--- config.mk ---
export PLATFORM = sky130hd
export DESIGN_NAME = autoconfig_seq
export DESIGN_NICKNAME = d
export VERILOG_FILES = /design/src/rtl/autoconfig_pkg.sv /design/src/rtl/autoconfig_rom.sv /design/src/rtl/autoconfig_seq.sv
export SDC_FILE = /design/constraint.sdc
export NUM_CORES = 1
export LEC_CHECK = 0
export CAP_MARGIN = 20
export CORE_MARGIN = 4
export CORE_UTILIZATION = 37
export CTS_BUF_LIST = sky130_fd_sc_hd__clkbuf_2 sky130_fd_sc_hd__clkbuf_4 sky130_fd_sc_hd__clkbuf_8
export DETAILED_ROUTE_END_ITERATION = 10
export GPL_ROUTABILITY_DRIVEN = 0
export GPL_TIMING_DRIVEN = 0
export PLACE_DENSITY = 0.93
export SYNTH_ARGS = -nofsm -noshare
export SYNTH_HDL_FRONTEND = slang
export SYNTH_SLANG_ARGS = --single-unit
--- constraint.sdc ---
create_clock -name CLK -period 2.6 [get_ports CLK]
set_input_delay 0.26 -clock CLK [delete_from_list [all_inputs] [get_ports CLK]]
set_output_delay 0.26 -clock CLK [all_outputs]
set_load 0.005 [all_outputs]
--- src/rtl/autoconfig_pkg.sv ---
// autoconfig_pkg: shared state encoding, register indices and ROM tables for autoconfig_seq.
package autoconfig_pkg;

    typedef enum logic [1:0] {CFG_RAM, CFG_IDE, DONE} state_e;

    localparam logic [5:0] IDX_BASE_HI = 6'd36;
    localparam logic [5:0] IDX_BASE_LO = 6'd37;
    localparam logic [5:0] IDX_SHUTUP  = 6'd38;

    // Raw nibbles, index 0 in the low nibble: RAM is Zorro II 4MB memlist ($E,$7), IDE is Zorro II 64KB ($C,$1)
    localparam logic [127:0] RAM_ROM = 128'h00000000_00000000_0000BD70_0000017E;
    localparam logic [127:0] IDE_ROM = 128'h00000000_00000000_0000BD70_0000201C;

    function automatic logic [3:0] rom_nibble(input logic [127:0] t, input logic [4:0] i);
        return t[{i, 2'b00} +: 4];
    endfunction

endpackage

--- src/rtl/autoconfig_rom.sv ---
// autoconfig_rom: board ROM lookup; indices 0-1 raw, 2-31 inverted, 32-63 read as zero.
module autoconfig_rom
    import autoconfig_pkg::*;
(
    input  logic       ide,
    input  logic [5:0] idx,
    output logic [3:0] nib
);

    logic [3:0] raw;

    always_comb begin
        raw = rom_nibble(ide ? IDE_ROM : RAM_ROM, idx[4:0]);
        nib = idx[5] ? 4'h0 : (idx[4:1] == 4'd0) ? raw : ~raw;
    end

endmodule

--- src/rtl/autoconfig_seq.sv ---
// autoconfig_seq: Zorro II autoconfig chain sequencer, RAM board then IDE board (IDE stage enabled by IDE_AUTOCONFIG_EN).
module autoconfig_seq
    import autoconfig_pkg::*;
(
    input  logic         CLK,
    input  logic         _RESET,
    input  logic         _AS,
    input  logic         R_W,
    input  logic         _UDS,
    input  logic [23:16] AH,
    input  logic [6:1]   AL,
    input  logic [15:12] D_IN,
    output logic [15:12] D_OUT,
    output logic         D_OE,
    output logic         DTACK_RANGE,
    input  logic         _CONFIGIN,
    output logic         _CONFIGOUT,
    output logic         RAM_CFG,
    output logic [23:20] RAM_BASE,
    output logic         IDE_CFG,
    output logic [23:16] IDE_BASE
);

    state_e     state_q, state_d, nxt;
    logic       ram_cfg_q, ram_cfg_d, ide_cfg_q, ide_cfg_d;
    logic [3:0] ram_base_q, ram_base_d, lo_q, lo_d;
    logic [7:0] ide_base_q, ide_base_d;
    logic       seen_q, seen_d, cfgout_n_q, cfgout_n_d;
    logic       sel, wr, cap, is_ide;
    logic [3:0] nib;

    autoconfig_rom u_rom (
        .ide (is_ide),
        .idx (AL),
        .nib (nib)
    );

    always_comb begin
        is_ide      = state_q == CFG_IDE;
        sel         = (AH == 8'hE8) && !_CONFIGIN && (state_q != DONE);
        wr          = sel && !_AS && !_UDS && !R_W;
        cap         = wr && !seen_q;
        DTACK_RANGE = sel;
        D_OE        = sel && R_W && !_UDS;
        D_OUT       = nib;
`ifdef IDE_AUTOCONFIG_EN
        nxt         = (state_q == CFG_RAM) ? CFG_IDE : DONE;
`else
        nxt         = DONE;
`endif
    end

    always_comb begin
        state_d    = state_q;
        ram_cfg_d  = ram_cfg_q;
        ram_base_d = ram_base_q;
        ide_cfg_d  = ide_cfg_q;
        ide_base_d = ide_base_q;
        lo_d       = lo_q;
        // one capture per bus cycle: the flag clears only once _AS goes high
        seen_d     = !_AS && (seen_q || wr);
        if (cap) begin
            if (AL == IDX_BASE_LO) lo_d = D_IN;
            if (AL == IDX_SHUTUP) state_d = nxt;
            if (AL == IDX_BASE_HI) begin
                state_d = nxt;
                if (state_q == CFG_RAM) begin
                    ram_base_d = D_IN;
                    ram_cfg_d  = 1'b1;
                end
`ifdef IDE_AUTOCONFIG_EN
                if (state_q == CFG_IDE) begin
                    ide_base_d = {D_IN, lo_q};
                    ide_cfg_d  = 1'b1;
                end
`endif
            end
        end
        cfgout_n_d = state_d != DONE;
    end

    always_ff @(posedge CLK or negedge _RESET) begin
        if (!_RESET) begin
            state_q    <= CFG_RAM;
            ram_cfg_q  <= 1'b0;
            ram_base_q <= 4'h0;
            ide_cfg_q  <= 1'b0;
            ide_base_q <= 8'h00;
            lo_q       <= 4'h0;
            seen_q     <= 1'b0;
            cfgout_n_q <= 1'b1;
        end else begin
            state_q    <= state_d;
            ram_cfg_q  <= ram_cfg_d;
            ram_base_q <= ram_base_d;
            ide_cfg_q  <= ide_cfg_d;
            ide_base_q <= ide_base_d;
            lo_q       <= lo_d;
            seen_q     <= seen_d;
            cfgout_n_q <= cfgout_n_d;
        end
    end

    assign _CONFIGOUT = cfgout_n_q;
    assign RAM_CFG    = ram_cfg_q;
    assign RAM_BASE   = ram_base_q;
    assign IDE_CFG    = ide_cfg_q;
    assign IDE_BASE   = ide_base_q;

endmodule

==> flow_summary.ini, run 1 <==
[outcome]
outcome = finished clean

[floorplanning]
chipHeight_microns = 48.6
dieArea_sq_mm = 0.00236
die_x_microns = 48.6
start_util_pct = 40.0
coreArea_sq_mm = 0.00152
io_pins = 45
rows = 14

[sta]
max_freq_mhz = 434
tns_ps = 0
setup_viol_count_final = 0
finClkSkew_ps = 4.07
final.setup.worst_slack_ps = 298
finalMaxSlewViolations = 0
grt_setup_unrepaired = false
hold_viol = 0
min_period_ps = 2300
layout_worst_path_cycle_share_pct = 88.5

[cts]
clkLatencyLatePin_ps = 260
cts_max_path_buffers = 2
numCtsBuffers = 3
hold_buffers = 0
clockRootBuffer = clkbuf_4
htreeDepth = 1
cts_setup_buffers = 0
tritoncts = built
clkTransAtPathRegs_ps = 60
ctsResizeCount = 0
cts_num_sinks = 9

[synthesis]
syn_inst = 63
syn_area_sq_um = 609
synth_top_area_cell = dfrtp_1
avgSynthCellArea_sq_um = 9.67
synth_seq_area_share_pct = 37.2
synth_cell_types = 25
ys_warn_count = 0
synth_top_area_share_pct = 32.9
synth.area.top_cells = dfrtp_1 (33%), buf_4 (11%), mux2_2 (7.4%)
ys_ff_latch = 9

[final_layout]
fin_nets = 138
diodes = 0
drive_above_1_share_pct = 20.0
synthToLayoutAreaGrowth_pct = 70.2

[critical_path]
setup.worst_path.end = D_OUT[14]
timing.critical_path.cells = clkdlybuf4s50_1 > inv_1 > ha_1 > nand2_1 > o41ai_1 > a21oi_1 > clkdlybuf4s50_1
end_kind = primary output
cp_max_fo = 4
critPathArrivalTime_ps = 2040
crit_top_cell = clkdlybuf4s50_1
required_ps = 2340
r2r_cells = 4
ff2ff_setup_slack_ps = 800
cp-startpoint = AL[2]
worst_setup_path_start_kind = input port
crit_type = input port to primary output
timing.rr.end = RAM_BASE[23]
slowest_stage = clkdlybuf4s50_1
max_stage_delay_ps = 540
r2r_start = state_q[1]

[power_and_ir_drop]
vdd_ir_drop_max_mv = 0.314
cellPowerDensity_mw_per_mm2 = 320
power_uw = 331
leakagePower_uw = 0.000510

[routing]
num_vias = 590
drt_first_pass_iters = 4
drc_errors = 0
drtIter0Drc = 10
ant_nets = 0
wl_mm = 1.54
wl_per_cell_microns = 12.2
vias_per_cell = 4.68

[run]
max_cap_viol_count = 0

[placement]
post-place-ws_ps = 318
dp_hpwl_mm = 1.35
port_buffers = 35

[global_routing]
grt_max_degree = 10
grtUsageTotal_pct = 13.5
overflow = 0
grt_pass1_vias = 612
antenna_found_initial = 0
grt_pass1_wl_mm = 2.61

[worst_hold_path]
worstHoldPathType = input port to async pin
==> sequential cells by signal (all words and copies together) (netlist names) <==
signal,flops
state_q,2
seen_q,1
RAM_CFG,1
RAM_BASE,4
_CONFIGOUT,1
==> kinds of logic after synthesis <==
kind of cell / count (synthesis) / share of synthesized area, %
other cells: 1 / 0.615
flops: 9 / 37.2
xor+xnor: 1 / 1.44
simple gates: 23 / 25.1
fa+ha+maj: 3 / 6.16
mux: 4 / 7.39
buf+inv: 13 / 13.6
compound gates: 9 / 8.63
==> Yosys cell counts <==
master and number:
a21oi_1 4, a31oi_1 1, and4b_1 1, buf_4 9, conb_1 1, dfrtp_1 8, dfstp_2 1, ha_1 3
inv_1 4, mux2_2 4, nand2_1 2, nand2b_1 2, nand4_1 1, nand4b_2 1, nor2_1 7, nor2b_1 2
nor3_1 1, nor3b_1 2, nor4_4 1, nor4b_1 1, o211ai_1 1, o21ai_0 2, o41ai_1 1, or2_2 2
xnor2_1 1
==> layout make-up <==
type / instances / area (sq um)
Multi-Input combinational cell: 49 / 330
Clock buffer: 3 / 22.5
Tap cell: 16 / 20.0
Timing Repair Buffer: 35 / 350
Buffer: 9 / 67.6
Inverter: 4 / 15.0
Sequential cell: 9 / 226
Clock inverter: 1 / 5.00
Fill cell: 130 / 487
==> cell usage in the layout, fill, tap and decap left out <==
cell and instances:
buf_4 9, nor4b_1 1, nand4b_2 1, clkdlybuf4s50_1 35
a21oi_1 4, ha_1 3, nor4_4 1, o21ai_0 2
xnor2_1 1, dfrtp_1 8, or2_2 2, nor2b_1 2
o41ai_1 1, nor3b_1 2, dfstp_2 1, mux2_2 4
nand2_1 2, conb_1 9, inv_1 4, nor2_1 7
a31oi_1 1, o211ai_1 1, clkbuf_4 3, clkinv_2 1
nor3_1 1, nand2b_1 2, nand4_1 1, and4b_1 1
==> where the power goes <==
group	internal [uW]	switching, uW	total [uW]
clock	56.8	51.7	109
sequential	140	0.0292	140
combinational	53.6	29.2	82.8
==> worst min-delay path by stage <==
stage	from	depth (start not counted)	slack, ps	end
final	_RESET	1	280	RAM_BASE[20]
after global routing	_RESET	1	300	RAM_BASE[20]
after floorplan	_RESET	0	-40	RAM_BASE[20]
after global placement	RAM_CFG	1	450	RAM_CFG
after detailed placement	RAM_CFG	1	480	RAM_CFG
after CTS	_RESET	1	290	RAM_BASE[20]
==> routing by layer <==
layer / track usage (%) / wire length [microns] / vias to the layer above
li1: - / - / 292
met2: 24.1 / 806 / 31
met4: 8.07 / 51 / 0
met5: 0 / 0 / -
met3: 5.52 / 175 / 6
met1: 12.5 / 505 / 261
==> worst max-delay path: cells and delay by family <==
family	cells	cell delay, ps
compound gates	2	240
buf+inv	3	1190
simple gates	1	60
fa+ha+maj	1	280
==> metrics by stage <==
| step | util [%] | instances | hold slack (ps) | cell area, sq um |
|---|---|---|---|---|
| global placement | 66.3 | 122 | 453 | 1010 |
| detailed placement | 66.3 | 122 | 481 | 1010 |
| global route | 68.1 | 126 | 303 | 1040 |
| finish | 68.1 | 126 | 280 | 1040 |
| CTS | 68.1 | 126 | 295 | 1040 |
| floorplan | - | 71 | -35.6 | 639 |
Power figures use the tool's default switching activity.
==> run 2: changes to the inputs <==
--- a/config.mk
+++ b/config.mk
@@ -9,6 +9,7 @@
 export CORE_MARGIN = 4
 export CORE_UTILIZATION = 37
 export CTS_BUF_LIST = sky130_fd_sc_hd__clkbuf_2 sky130_fd_sc_hd__clkbuf_4 sky130_fd_sc_hd__clkbuf_8
+export CTS_CLUSTER_DIAMETER = 80
 export DETAILED_ROUTE_END_ITERATION = 10
 export GPL_ROUTABILITY_DRIVEN = 0
 export GPL_TIMING_DRIVEN = 0
==> results of run 2 <==
No change in the layout: final DEF, timing and power equal those of run 1.
==> run 3: changes to the inputs <==
--- a/config.mk
+++ b/config.mk
@@ -10,6 +10,7 @@
 export CORE_UTILIZATION = 37
 export CTS_BUF_LIST = sky130_fd_sc_hd__clkbuf_2 sky130_fd_sc_hd__clkbuf_4 sky130_fd_sc_hd__clkbuf_8
 export CTS_CLUSTER_DIAMETER = 80
+export CTS_CLUSTER_SIZE = 40
 export DETAILED_ROUTE_END_ITERATION = 10
 export GPL_ROUTABILITY_DRIVEN = 0
 export GPL_TIMING_DRIVEN = 0
==> results of run 3 <==
No change in the layout: final DEF, timing and power equal those of run 1.
